## src/rtl/approx_mult4.sv

```systemverilog
// ---------------------------------------------------------------------------
// approx_mult4 -- registered 4x4 unsigned approximate multiplier
//
// The product is computed from the AND partial products p[i][j] = A[i] & B[j].
// Column 0 is p[0][0]. Column 1 is the OR of its two partial products, and it
// gives no carry into column 2. Columns 2..6 are summed exactly. The result is
// A*B, except that A[1:0] == B[1:0] == 3 gives A*B - 2. The largest result is
// 223 (15 x 15).
//
// Columns 2..6 are reduced to two rows with half/full adders. The final
// carry-propagate adder is chosen by ADDER_SEL:
//   0 ripple-carry, 1 carry-save layer then ripple, 2 carry-select,
//   3 conditional-sum. Any other value builds the ripple-carry adder.
// Every choice gives the same bits.
//
// Build option: define the macro CLK_GATE_EN to clock the Y register through a
// latch-based clock gate enabled by (en | rst). Without the macro, en is a
// synchronous load-enable on a free-running register. y_valid always runs on
// clk. Both builds show the same behaviour at each clock cycle.
//
// Ports:
//   clk      in   1  rising-edge clock
//   rst      in   1  synchronous active-high reset (has priority over en)
//   en       in   1  operand valid / capture enable
//   A        in   4  unsigned multiplicand
//   B        in   4  unsigned multiplier
//   Y        out  8  registered approximate product (holds while en = 0)
//   y_valid  out  1  high for the cycle after a capture
// ---------------------------------------------------------------------------
module approx_mult4 #(
    parameter int ADDER_SEL = 0
) (
    input  logic       clk,
    input  logic       rst,
    input  logic       en,
    input  logic [3:0] A,
    input  logic [3:0] B,
    output logic [7:0] Y,
    output logic       y_valid
);

    // Half adder: {carry, sum}
    function automatic logic [1:0] ha(input logic a, input logic b);
        return {a & b, a ^ b};
    endfunction

    // Full adder: {carry, sum}
    function automatic logic [1:0] fa(input logic a, input logic b, input logic c);
        return {(a & b) | (a & c) | (b & c), a ^ b ^ c};
    endfunction

    function automatic logic [5:0] rca5(input logic [4:0] a, input logic [4:0] b,
                                        input logic cin);
        logic       c;
        logic [5:0] r;
        c = cin;
        r = '0;
        for (int i = 0; i < 5; i++) begin
            r[i] = a[i] ^ b[i] ^ c;
            c    = (a[i] & b[i]) | (c & (a[i] ^ b[i]));
        end
        r[5] = c;
        return r;
    endfunction

    function automatic logic [3:0] rca3(input logic [2:0] a, input logic [2:0] b,
                                        input logic cin);
        logic       c;
        logic [3:0] r;
        c = cin;
        r = '0;
        for (int i = 0; i < 3; i++) begin
            r[i] = a[i] ^ b[i] ^ c;
            c    = (a[i] & b[i]) | (c & (a[i] ^ b[i]));
        end
        r[3] = c;
        return r;
    endfunction

    function automatic logic [2:0] rca2(input logic [1:0] a, input logic [1:0] b,
                                        input logic cin);
        logic       c;
        logic [2:0] r;
        c = cin;
        r = '0;
        for (int i = 0; i < 2; i++) begin
            r[i] = a[i] ^ b[i] ^ c;
            c    = (a[i] & b[i]) | (c & (a[i] ^ b[i]));
        end
        r[2] = c;
        return r;
    endfunction

    // ------------------------------------------------------------------
    // Partial products, pp[i][j] = A[i] & B[j]
    // ------------------------------------------------------------------
    logic [3:0][3:0] pp;

    // NOTE: every signal written in always_comb is assigned on every path
    // (here by the unconditional loop), so no latch is inferred.
    always_comb begin
        for (int i = 0; i < 4; i++) begin
            for (int j = 0; j < 4; j++) begin
                pp[i][j] = A[i] & B[j];
            end
        end
    end

    // Approximate column 1: OR instead of add, so no carry into column 2
    logic c1_or;
    assign c1_or = pp[1][0] | pp[0][1];

    // ------------------------------------------------------------------
    // Reduce columns 2..6 to two rows. Bit k of row_x and row_y has weight
    // 2^k in S, which is column k+2 of the product.
    // Column heights before reduction are 3,4,3,2,1.
    // ------------------------------------------------------------------
    logic [1:0] k0_ha, k1_fa, k1_ha, k2_fa, k2_ha, k3_fa;
    logic [4:0] row_x, row_y;

    assign k0_ha = ha(pp[2][0], pp[1][1]);
    assign k1_fa = fa(pp[3][0], pp[2][1], pp[1][2]);
    assign k1_ha = ha(pp[0][3], k0_ha[1]);
    assign k2_fa = fa(pp[3][1], pp[2][2], pp[1][3]);
    assign k2_ha = ha(k1_fa[1], k1_ha[1]);
    assign k3_fa = fa(pp[3][2], pp[2][3], k2_fa[1]);

    assign row_x = {pp[3][3], k3_fa[0], k2_fa[0], k1_fa[0], k0_ha[0]};
    assign row_y = {k3_fa[1], k2_ha[1], k2_ha[0], k1_ha[0], pp[0][2]};

    // ------------------------------------------------------------------
    // Final carry-propagate adder: s_sum = row_x + row_y (at most 55)
    // ------------------------------------------------------------------
    logic [5:0] s_sum;

    if (ADDER_SEL == 1) begin : g_csa
        // One more carry-save layer, then a ripple adder for sum + carry row
        logic [4:0] csa_s, csa_c;
        logic [5:0] rip;
        assign csa_s = row_x ^ row_y;
        assign csa_c = row_x & row_y;
        assign rip   = rca5(csa_s, {csa_c[3:0], 1'b0}, 1'b0);
        // csa_c[4] and rip[5] can never both be set because the sum is at most 55
        assign s_sum = {rip[5] | csa_c[4], rip[4:0]};
    end else if (ADDER_SEL == 2) begin : g_csel
        // Low 3 bits ripple; the high 2 bits are precomputed for both carries
        logic [3:0] lo;
        logic [2:0] hi0, hi1;
        assign lo    = rca3(row_x[2:0], row_y[2:0], 1'b0);
        assign hi0   = rca2(row_x[4:3], row_y[4:3], 1'b0);
        assign hi1   = rca2(row_x[4:3], row_y[4:3], 1'b1);
        assign s_sum = {(lo[3] ? hi1 : hi0), lo[2:0]};
    end else if (ADDER_SEL == 3) begin : g_cond
        // Conditional sum. Each bit has a sum and a carry for carry-in 0 and
        // for carry-in 1. Blocks of 2 and then 4 are merged by muxes. Bit 0
        // only needs the carry-in 0 case.
        logic [4:0] s0, c0;
        logic [4:1] s1, c1;
        logic [1:0] a_sum, b0_sum, b1_sum;
        logic       a_co, b0_co, b1_co, lo4_co;
        assign s0 = row_x ^ row_y;
        assign c0 = row_x & row_y;
        assign s1 = ~(row_x[4:1] ^ row_y[4:1]);
        assign c1 = row_x[4:1] | row_y[4:1];
        // block [1:0], carry-in 0
        assign a_sum  = {(c0[0] ? s1[1] : s0[1]), s0[0]};
        assign a_co   = c0[0] ? c1[1] : c0[1];
        // block [3:2], both carry-ins
        assign b0_sum = {(c0[2] ? s1[3] : s0[3]), s0[2]};
        assign b1_sum = {(c1[2] ? s1[3] : s0[3]), s1[2]};
        assign b0_co  = c0[2] ? c1[3] : c0[3];
        assign b1_co  = c1[2] ? c1[3] : c0[3];
        // merge into block [3:0], then resolve bit 4
        assign lo4_co = a_co ? b1_co : b0_co;
        assign s_sum  = {(lo4_co ? c1[4] : c0[4]),
                         (lo4_co ? s1[4] : s0[4]),
                         (a_co ? b1_sum : b0_sum),
                         a_sum};
    end else begin : g_rca
        assign s_sum = rca5(row_x, row_y, 1'b0);
    end

    // R = 4*S + 2*c1 + p00; S is at most 55, so R fits in 8 bits
    logic [7:0] r_comb;
    assign r_comb = {s_sum, c1_or, pp[0][0]};

    // ------------------------------------------------------------------
    // Output registers
    // ------------------------------------------------------------------
    logic [7:0] y_d, y_q;
    logic       y_valid_d, y_valid_q;

    always_comb begin
        y_d       = y_q;
        y_valid_d = en;
        if (en) begin
            y_d = r_comb;
        end
    end

`ifdef CLK_GATE_EN
    // Integrated clock gate. The enable is captured while clk is low, so gclk
    // cannot glitch. rst is part of the enable so that the clear still reaches
    // the gated register.
    logic gate_en_lat;
    logic gclk;

    always_latch begin
        if (!clk) begin
            gate_en_lat <= en | rst;
        end
    end

    assign gclk = clk & gate_en_lat;

    always_ff @(posedge gclk) begin
        if (rst) begin
            y_q <= '0;
        end else begin
            y_q <= y_d;
        end
    end
`else
    // NOTE: sequential state is assigned with non-blocking (<=) so that every
    // flop samples values from before the edge, whatever the evaluation order.
    always_ff @(posedge clk) begin
        if (rst) begin
            y_q <= '0;
        end else begin
            y_q <= y_d;
        end
    end
`endif

    always_ff @(posedge clk) begin
        if (rst) begin
            y_valid_q <= 1'b0;
        end else begin
            y_valid_q <= y_valid_d;
        end
    end

    assign Y       = y_q;
    assign y_valid = y_valid_q;

endmodule

```

## config.mk

```make
export PLATFORM = sky130hd
export DESIGN_NAME = approx_mult4
export DESIGN_NICKNAME = d
export VERILOG_FILES = /design/src/rtl/approx_mult4.sv
export SDC_FILE = /design/constraint.sdc
export NUM_CORES = 1
export LEC_CHECK = 0
export CAP_MARGIN = 30
export CORE_MARGIN = 10
export CORE_UTILIZATION = 46
export CTS_BUF_LIST = sky130_fd_sc_hd__clkbuf_4
export DETAILED_ROUTE_END_ITERATION = 10
export PLACE_DENSITY_LB_ADDON = 0.25
export SLEW_MARGIN = 25
export SYNTH_ARGS = -nofsm -noshare
export SYNTH_HDL_FRONTEND = slang
export SYNTH_SLANG_ARGS = --single-unit
```

## constraint.sdc

```tcl
create_clock -name clk -period 3.7 [get_ports clk]
set_input_delay 0.74 -clock clk [delete_from_list [all_inputs] [get_ports clk]]
set_output_delay 0.74 -clock clk [all_outputs]
set_load 0.02 [all_outputs]
```

==> results of run 1 <==
-- metrics by stage --
step	hold slack [ns]	worst slack, ns
global placement	0.458	-0.156
finish	0.490	0.0873
detailed placement	0.475	-0.201
floorplan	0.543	0.389
global route	0.519	0.00675
CTS	0.495	0.0671
-- critical path: stages --
cell and delay, ns:
clkdlybuf4s50_1 0.53, and2_4 0.16, fa_1 0.44, fa_1 0.45, fa_1 0.40, fa_1 0.39
fa_1 0.44, mux2i_1 0.14, nor2_1 0.05
-- where the power goes --
part | internal (mW) | switching [mW] | leakage [nW] | total [mW]
clock network | 0.0485 | 0.0292 | 0.0184 | 0.0778
logic | 0.0519 | 0.0435 | 0.305 | 0.0954
registers | 0.106 | 0.00396 | 0.0741 | 0.110
-- flip-flops by register name (all words and copies together), names as in the netlist --
signal and flops:
Y 8, y_valid 1
-- final timing paths --
kind / end / startpoint / depth (start not counted)
max: Y[6]$_SDFFE_PP0P_ / A[2] / 9
min: Y[5]$_SDFFE_PP0P_ / Y[5]$_SDFFE_PP0P_ / 2
max reg2reg: Y[1]$_SDFFE_PP0P_ / Y[1]$_SDFFE_PP0P_ / 2
min reg2reg: Y[5]$_SDFFE_PP0P_ / Y[5]$_SDFFE_PP0P_ / 2
-- layout by cell type (no fill, tap or decap) --
cell type | netlist | layout
clkdlybuf4s50_1 | 0 | 19
a211oi_2 | 1 | 1
a22oi_1 | 1 | 1
nor2_1 | 6 | 6
dfxtp_1 | 9 | 9
a21oi_1 | 1 | 1
fa_1 | 7 | 7
nand2b_1 | 1 | 1
and2_4 | 0 | 1
buf_4 | 0 | 7
clkbuf_4 | 0 | 4
mux2i_1 | 6 | 6
ha_1 | 4 | 4
nor2_2 | 1 | 1
and2_1 | 13 | 12
nand3_1 | 1 | 1
nor2b_1 | 1 | 1
-- layer usage --
metal  global-route usage [%]  share of wire, %
met1                     10.1                44
met2                     14.8                51
met3                     4.33               4.4
met4                     1.02                 0
met5                        0                 0
-- what timing repair did --
item / 4_1_cts / 5_1_grt
setup endpoints to repair: 0 / 2
resized for setup: 0 / 1
hold buffers: 0 / 0
-- cells in the mapped netlist, drive strengths merged --
master and count:
clkbuf 1, buf 1, ha 4, nor2b 1, nand3 1, a21oi 1
nor2 7, a22oi 1, a211oi 1, dfxtp 9, mux2i 6, nand2b 1
fa 7, and2 13
-- area by class of cell --
class / instances / area [um^2]
multi-input combinational: 43 / 405
fill: 86 / 295
timing repair buffer: 26 / 243
sequential: 9 / 180
clock buffer: 4 / 30.0
tap: 14 / 17.5
-- kinds of logic after synthesis --
family | after synthesis | share of synthesized area [%]
buffers and inverters | 2 | 2.51
DFF | 9 | 30.1
and+or+nand+nor | 23 | 21.3
AOI/OAI and AO/OA | 3 | 4.18
adders and majority gates | 11 | 31.8
muxes | 6 | 10.0
==> qor.yml, run 1 <==
maxCapViolCount: 0
ys_seq_area_share_pct: 30.1
syn_area_um2: 598
yosysTopAreaCell: "dfxtp_1"
io_pins: 20
drtAntennaViolNets: 0
antenna_found_initial: 0
ff2ff_setup_slack_ns: 3.03
dp_hpwl_mm: 1.13
insertion_delay_ns: 0.25
cts_buffers: 3
worst_pin_slew_ns: 0.529
hold_class: "reg -> reg"
powerDensity_nw_per_um2: 323
dp.cells: 92
min_period_over_period_pct: 97.6
cts.reportedPaths.clkPinSlew_ns: 0.05
synth_top_area_share_pct: 30.1
hold_violations: 0
syn2layout_area_growth_pct: 46.4
post_cts_buffers: 0
finalPower_mw: 0.283
start_util_pct: 51.1
cts_htree_levels: 1
routedWlPerCell_um: 13.3
critPathKind: "in -> reg"
period_needed_ns: 3.61
slew_headroom_pct: 64.7
vias: 454
design_area_um2: 876
drc: 0
synth_nets: 76
drt_wl_total_mm: 1.28
grt_max_degree: 12
fin_util_pct: 74.8
cp-start-kind: "input pin"
yosysWarnings: 0
drt_first_pass_iters: 4
netlist_top_cells_area: "dfxtp_1 (30%), fa_1 (23%), and2_1 (14%)"
cellLeakagePower_nw: 0.398
clock_path_buffers: 2
antenna_cells: 0
place.gp.congestion: 0.766
viasPerCell: 4.73
netlist-cell-type-count: 15
clock_skew_ns: 0
fmax_mhz: 277
rsz0062_at_grt: "false"
drive_above_1_share_pct: 17.1
finalSetupViolations: 0
required_ns: 3.83
grt_pass1_wl_mm: 2.32
die_w_um: 56.1
critPathMaxFanout: 3
postSynthAreaPerCell_um2: 11.1
cts.sinks: 9
arrival_ns: 3.74
worstSetupEndpointType: "flip-flop"
vdd_drop_max_mv: 0.351
report.final.slew_viol_count: 0
drt_iter0_markers: 8
cts_root_buffer: "clkbuf_4"
grt_pass1_vias: 536
dieArea_um2: 3140
finalNetCount: 105
rows: 12
dpl_cell_area_um2: 843
ys_ff_latch: 9
core_um2: 1170
synthCells: 54
grt_use_total_pct: 8.84
status: "completed"
die_height_um: 56.1
grt_overflow_total: 0
cts_tree: "done"
fin_tns_setup_ns: 0
port_buffers: 19
stdcell_count: 96
Note: power is estimated with default switching activity, not from simulation.
==> run 2: changes to the inputs <==
Settings changed: CORE_UTILIZATION 46 to 41.
Clock period 3.7 ns to 3.1 ns, I/O delays scaled along.
==> run 2 against run 1 <==
Clock-buffer cell count stayed put. Total power is 21% higher. Clock skew stayed put.
==> qor.yml, run 2 (same netlist as run 1, synthesis figures left out) <==
port_buffers: 19
critPathKind: "in -> reg"
dp.cells: 94
grt_pass1_vias: 482
insertion_delay_ns: 0.25
clock_skew_ns: 0
design_area_um2: 918
fin_util_pct: 68.9
cellLeakagePower_nw: 0.403
core_um2: 1330
grt_max_degree: 12
finalSetupViolations: 0
required_ns: 3.24
dp_hpwl_mm: 1.12
dieArea_um2: 3390
hold_violations: 0
path_cells: "clkdlybuf4s15_2 > and2_4 > fa_1 > fa_2 > fa_2 > fa_2 > fa_1 > mux2i_1 > nor2_1"
nFillCells: 104
rows: 13
drt_iter0_markers: 2
hold_class: "reg -> reg"
die_height_um: 58.2
stdcell_count: 98
vias: 469
min_period_over_period_pct: 98.6
drt_first_pass_iters: 3
finalPower_mw: 0.343
die_w_um: 58.2
switching_share_pct: 27.9
cts.sinks: 9
routedWlPerCell_um: 13.5
slew_headroom_pct: 65.4
cts_root_buffer: "clkbuf_4"
post_cts_buffers: 0
cpMostUsedCell: "fa_2"
drt_wl_total_mm: 1.32
arrival_ns: 3.19
cts_htree_levels: 1
drive_above_1_share_pct: 32.5
maxCapViolCount: 0
slowest_delay_ns: 0.50
start_util_pct: 44.8
grt_overflow_total: 0
combPwrFrac_pct: 33.9
grt_use_total_pct: 8.43
final_common_cell: "clkdlybuf4s50_1"
period_needed_ns: 3.06
place.gp.congestion: 0.725
cp-start-kind: "input pin"
p_switching_mw: 0.0959
rsz0062_at_grt: "false"
final_cell_mix: "clkdlybuf4s50_1 (11), and2_1 (10), dfxtp_1 (9)"
cts_buffers: 3
syn2layout_area_growth_pct: 53.6
report.final.slew_viol_count: 0
io_pins: 20
antenna_cells: 0
antenna_found_initial: 0
viasPerCell: 4.79
worst_pin_slew_ns: 0.517
worstSetupEndpointType: "flip-flop"
cts.reportedPaths.clkPinSlew_ns: 0.06
clock_path_buffers: 2
finalNetCount: 106
drtAntennaViolNets: 0
fmax_mhz: 327
cts_hold_buf: 0
grt_pass1_wl_mm: 2.22
status: "completed"
largest_reg_flops: 8
seq_power_share_pct: 38.1
intPower_mw: 0.248
cpMaxStageDelayCell: "fa_1"
drc: 0
clock_power_share_pct: 28.0
critPathMaxFanout: 3
dpl_cell_area_um2: 860
powerDensity_nw_per_um2: 374
cts_tree: "done"
vdd_drop_max_mv: 0.373
run 2: layout make-up:
cell class | instances | area (um^2) | share of cell area [%]
clock buffer | 4 | 30.0 | 3.27
multi-input combinational | 43 | 445 | 48.5
sequential | 9 | 180 | 19.6
tap | 15 | 18.8 | 2.04
timing repair buffer | 27 | 244 | 26.6
run 2: power by group through the flow:
stage	registers (mW)	clock network [mW]	logic, mW
finish	0.131	0.0961	0.116
CTS	0.131	0.0995	0.121
global route	0.132	0.107	0.128
detailed placement	0.134	0	0.118
floorplan	0.146	0	0.0512
global placement	0.133	0	0.117
run 2: worst max-delay path: cells and delay by family:
family,cells,cell delay [ns]
fa+ha+maj,5,1.98
buf+inv,1,0.20
mux,1,0.15
simple gates,2,0.23
run 2: metrics by stage:
step           setup TNS, ns  setup slack (ns)  hold slack (ns)
2_1_floorplan              0            0.0291            0.543
3_3_place_gp           -1.10            -0.512            0.455
3_5_place_dp           -1.09            -0.510            0.467
4_1_cts                    0            0.0114            0.476
5_1_grt                    0          0.000614            0.504
6_report                   0            0.0430            0.468
run 2: worst paths after layout:
path	startpoint	to	slack (ns)	depth (start not counted)
worst max-delay path	B[1]	Y[6]$_SDFFE_PP0P_	0.04	9
worst min-delay path	Y[0]$_SDFFE_PP0P_	Y[0]$_SDFFE_PP0P_	0.47	2
worst max register to register	Y[1]$_SDFFE_PP0P_	Y[1]$_SDFFE_PP0P_	2.42	2
worst min register to register	Y[0]$_SDFFE_PP0P_	Y[0]$_SDFFE_PP0P_	0.47	2
run 2: what timing repair did:
item | in CTS | in global routing
endpoints found under the setup margin | 2 | 1
pin swaps | 10 | 5
endpoints found under the hold margin | 0 | 0
resized for setup | 25 | 1
run 2: per-layer routing:
layer  global-route usage, %  wire length [um]  vias to the layer above
met5                       0                 0                        -
met4                    1.01                 0                        0
met3                    6.10               120                        0
met2                    12.6               649                       12
met1                    9.80               551                      221
li1                        -                 -                      236
==> run 3: changes to the inputs <==
Settings changed: CTS_CLUSTER_SIZE set to 40, PLACE_DENSITY set to 0.82, PLACE_DENSITY_LB_ADDON 0.25 to unset.
==> run 3 against run 2 <==
Via count up 0.43%. Flip-flop and latch count is the same. Clock-buffer cell count unchanged. Maximum frequency grew 0.74%. Global-route usage is 1.2 points higher. Clock skew is the same. Clock power shrank 0.9%.
==> qor.yml, run 3 (same netlist as run 1, synthesis figures left out) <==
stdcell_count: 97
dpl_cell_area_um2: 852
dp_hpwl_mm: 1.28
ff2ff_setup_slack_ns: 2.44
drtAntennaViolNets: 0
cts.sinks: 9
hold_violations: 0
cts_tree: "done"
drt_wl_total_mm: 1.46
period_needed_ns: 3.03
grt_pass1_vias: 536
finalSetupViolations: 0
fin_tns_setup_ns: 0
grt_max_degree: 12
die_height_um: 58.2
start_util_pct: 44.8
routedWlPerCell_um: 15.0
critPathMaxFanout: 3
largest_reg_flops: 8
r2r_end: "Y[1]$_SDFFE_PP0P_"
cts_hold_buf: 0
status: "completed"
grt_pass1_wl_mm: 2.50
grt_use_total_pct: 9.63
port_buffers: 19
cts_htree_levels: 1
finalNetCount: 105
rows: 13
fmax_mhz: 330
core_um2: 1330
cts.reportedPaths.clkPinSlew_ns: 0.06
die_w_um: 58.2
design_area_um2: 915
drt_iter0_markers: 4
maxCapViolCount: 0
final_cell_mix: "clkdlybuf4s50_1 (11), dfxtp_1 (9), and2_1 (7), buf_4 (7)"
cts_buffers: 3
worst_pin_slew_ns: 0.532
min_period_over_period_pct: 97.9
final_common_cell: "clkdlybuf4s50_1"
clock_skew_ns: 0
vias: 471
syn2layout_area_growth_pct: 52.9
drc: 0
vdd_drop_max_mv: 0.367
critPathKind: "in -> reg"
drt_first_pass_iters: 3
r2r_start: "Y[1]$_SDFFE_PP0P_"
hold_class: "reg -> reg"
r2r_cells: 2
startpoint: "B[0]"
slew_headroom_pct: 64.4
powerDensity_nw_per_um2: 378
arrival_ns: 3.17
whs_ns: 0.478
required_ns: 3.24
cp-endpoint: "Y[6]$_SDFFE_PP0P_"
cts_root_buffer: "clkbuf_4"
viasPerCell: 4.86
io_pins: 20
antenna_found_initial: 0
cellLeakagePower_nw: 0.403
dieArea_um2: 3390
antenna_cells: 0
clock_path_buffers: 2
place.gp.congestion: 0.723
cp-start-kind: "input pin"
rsz0062_at_grt: "false"
worstSetupEndpointType: "flip-flop"
report.final.slew_viol_count: 0
drive_above_1_share_pct: 35.4
dp.cells: 93
insertion_delay_ns: 0.25
grt_overflow_total: 0
[run 3: critical path, stage by stage]
cell and delay, ns:
clkdlybuf4s15_2 0.20, and2_4 0.14, fa_1 0.50, fa_2 0.37, fa_2 0.34, fa_2 0.34
fa_1 0.45, mux2i_1 0.14, nor2_1 0.05
[run 3: final cells by class]
class / count / area (um^2)
Clock buffer: 4 / 30.0
Tap cell: 15 / 18.8
Fill cell: 101 / 419
Multi-Input combinational cell: 43 / 453
Sequential cell: 9 / 180
Timing Repair Buffer: 26 / 233
[run 3: metal layers]
| metal | GRT usage (%) | part of all wire (%) | up-vias |
|---|---|---|---|
| met5 | 0 | 0 | - |
| met4 | 3.02 | 0.69 | 0 |
| met3 | 5.88 | 9.3 | 2 |
| met2 | 16.6 | 53 | 14 |
| met1 | 9.36 | 37 | 222 |
| li1 | - | - | 233 |
[run 3: worst min-delay path by stage]
stage,cells after the start,slack [ns],to,startpoint
final,2,0.48,Y[0]$_SDFFE_PP0P_,Y[0]$_SDFFE_PP0P_
after global routing,2,0.51,Y[1]$_SDFFE_PP0P_,Y[1]$_SDFFE_PP0P_
after CTS,2,0.49,Y[0]$_SDFFE_PP0P_,Y[0]$_SDFFE_PP0P_
after detailed placement,2,0.48,Y[0]$_SDFFE_PP0P_,Y[0]$_SDFFE_PP0P_
after global placement,2,0.46,Y[0]$_SDFFE_PP0P_,Y[0]$_SDFFE_PP0P_
after floorplan,2,0.54,Y[0]$_SDFFE_PP0P_,Y[0]$_SDFFE_PP0P_
[run 3: per-stage QoR]
| stage | util, % | worst slack, ns | total power [mW] |
|---|---|---|---|
| 3_3_place_gp | 63.9 | -0.481 | 0.248 |
| 4_1_cts | 69.0 | 0.00582 | 0.354 |
| 2_1_floorplan | - | 0.0291 | 0.197 |
| 5_1_grt | 68.6 | 0.00575 | 0.371 |
| 3_5_place_dp | 63.9 | -0.570 | 0.253 |
| 6_report | 68.6 | 0.0655 | 0.346 |
[run 3: power breakdown]
part	leakage [nW]	switching (mW)	total [mW]	internal, mW
logic	0.310	0.0550	0.120	0.0646
clock network	0.0184	0.0371	0.0952	0.0581
registers	0.0741	0.00524	0.131	0.126
[run 3: repair_timing]
action,CTS,global route
resized for setup,28,1
pin swaps,8,6
buffers inserted,0,0
endpoints found under the setup margin,2,1
==> edit, RTL diff (settings of run 2) <==
Remove the register `y_valid_q`: a continuous assignment takes its place, so the output `y_valid` follows one clock earlier.
--- a/src/rtl/approx_mult4.sv
+++ b/src/rtl/approx_mult4.sv
@@ -232,13 +232,7 @@
     end
 `endif
 
-    always_ff @(posedge clk) begin
-        if (rst) begin
-            y_valid_q <= 1'b0;
-        end else begin
-            y_valid_q <= y_valid_d;
-        end
-    end
+    assign y_valid_q = y_valid_d;
 
     assign Y       = y_q;
     assign y_valid = y_valid_q;
Formal check against the unedited RTL: not equivalent (Yosys sat finds a counterexample within 4 cycles, from zero or initial values and one cycle with rst high).
==> edit against run 2 <==
  * Die area is 1.7% lower
  * Routed wire length is 6.5% lower
  * Synthesized area is 2.5% lower
  * Sequential cell count is 1 lower
  * Non-clock buffer count stayed put
  * Sequential power is 11% lower
  * Total power is 10% lower
  * Worst setup slack better by 0.021 ns
  * Final area is 7.5% lower
  * Clock power is 19% lower
  * Count of clock-buffer cells in the layout is 1 lower
  * Largest cell class unchanged
  * Final cell count is 3.1% lower
==> edit: results (changes against run 2) <==
* Seq power at 0.117 mW (-11%)
* Leakage power at 0.3907 nW (-3.1%)
* Post-DRT Antenna Nets at 0 (unchanged)
* Placed cell area at 837.1 µm² (-2.6%)
* Reg clk slew, reported paths at 0.05 ns
* CP max FO at 3 (unchanged)
* HP Class: flop to flop
* Root buffer cell: clkbuf_4
* Share of cells above drive strength 1 at 32.50% (about the same)
* GRT Total Usage at 8.187% (-0.24 points)
* Initial antenna violation count at 0 (unchanged)
* Area contributors post-synth: dfxtp_1 (27%), fa_1 (24%), and2_1 (14%)
* Met2 WL at 646 µm (-0.46%)
* CTS Buf Count at 3 (unchanged)
* Sequential area share after synthesis at 27.47% (-2.7 points)
* Yosys warning count at 0 (unchanged)
* Routed wl met3 at 84 µm (-30%)
* Vias in the first global route at 521 (+8.1%)
* WL final at 1235 µm (-6.5%)
* Top layer in use: met4
* Clock power frac at 25.4% (-2.6 points)
* Antenna cells at 0 (unchanged)
* Sequential fraction of design power at 37.9% (-0.2 points)
* Latest clock arrival within the worst-skew pair at 0.25 ns (about the same)
* Hpwl dp at 1090 µm (-3.0%)
* H-tree level count at 1 (unchanged)
* GPL Wtd Cong at 0.7486 (+3.3%)
* DRT iter0 DRCs at 1 (-1)
* Top delay family on crit path: adder cells
* Met2 usage at 13.19% (+0.61 points)
* Slowest CP cell: fa_1
* CP arrival at 3.17 ns (-0.02 ns)
* Routing usage on met3 at 5.011% (-1.1 points)
* Multi-input gate area at 420.4 µm² (-5.6%)
* Syn nets at 75 (-1.3%)
* Largest net degree at the start of global routing at 11 (-1)
* First-pass GRT wire length at 2201 µm (-0.90%)
* Routed length on met1 at 496 µm (-10%)
* Post-synth top cells: and2_1 (13), dfxtp_1 (8), fa_1 (7), mux2i_1 (6), nor2_1 (6)
* Final nets at 104 (-1.9%)
* Async S/R FF share, synth at 0% (unchanged)
* DR pass1 iterations at 2 (-1)
* Status: complete, no violations
* Worst Setup Slack post-DPL at -0.5355 ns (-0.02519 ns)
* VDD IR-drop max at 0.0002904 V (-22%)
* Max FFs per register at 8 (unchanged)
* Fill cell count at 123 (+18%)
* Post-synthesis cell type count at 15 (unchanged)
* Via/cell ratio at 4.937 (+3.2%)
* Worst Tran Pin Value at 0.3415 ns (-0.1753 ns)
* Max incr delay on CP at 0.48 ns (-0.02 ns)
* Met1 Use GR at 8.498% (-1.3 points)
* Sw frac at 29.39% (+1.5 points)
edit: cell count changes after synthesis:
cell / delta
buf_4: +1
dfxtp_1: -1
nor2b_1: -1
a21oi_2: +1
clkbuf_1: -1
buf_1: +1
a21oi_1: -1
edit: cell families (layout without fill, tap and decap cells):
family                     count (synthesis)  count (layout)  synth area share, %
DFF                                        8               8                27.47
adders and majority gates                 11              11                32.62
muxes                                      6               6                10.30
buffers and inverters                      3              30                3.862
and+or+nand+nor                           22              22                20.82
AOI/OAI and AO/OA                          3               3                4.936
edit: stage by stage:
| step | hold slack (ns) | std cells |
|---|---|---|
| after floorplan | 0.5534 | 53 |
| after global placement | 0.4646 | 92 |
| after detailed placement | 0.4778 | 92 |
| after CTS | 0.4849 | 95 |
| after global routing | 0.4988 | 95 |
| final | 0.4797 | 95 |
edit: worst min-delay path, stage by stage, from the launching register on:
cell and delay, ns:
dfxtp_1 0.31, nand2b_1 0.08, a21oi_2 0.05
edit: worst paths after layout:
| check | from | endpoint | slack [ns] | depth (start not counted) |
|---|---|---|---|---|
| worst max-delay path | A[2] | Y[6] | 0.06 | 9 |
| worst min-delay path | Y[0] | Y[0] | 0.48 | 2 |
| worst max register to register | Y[1] | Y[1] | 2.46 | 2 |
| worst min register to register | Y[0] | Y[0] | 0.48 | 2 |
edit: what timing repair did:
action | in CTS | in global routing
pin swaps | 8 | 6
buffers inserted | 0 | 0
resized for setup | 21 | 4
endpoints found under the setup margin | 2 | 2
edit: layout make-up:
cell class / count / area share [%]
flip-flops and latches: 8 / 18.85
well taps: 15 / 2.209
repair buffers: 27 / 26.80
multi-input cells: 42 / 49.48
clock buffers: 3 / 2.651
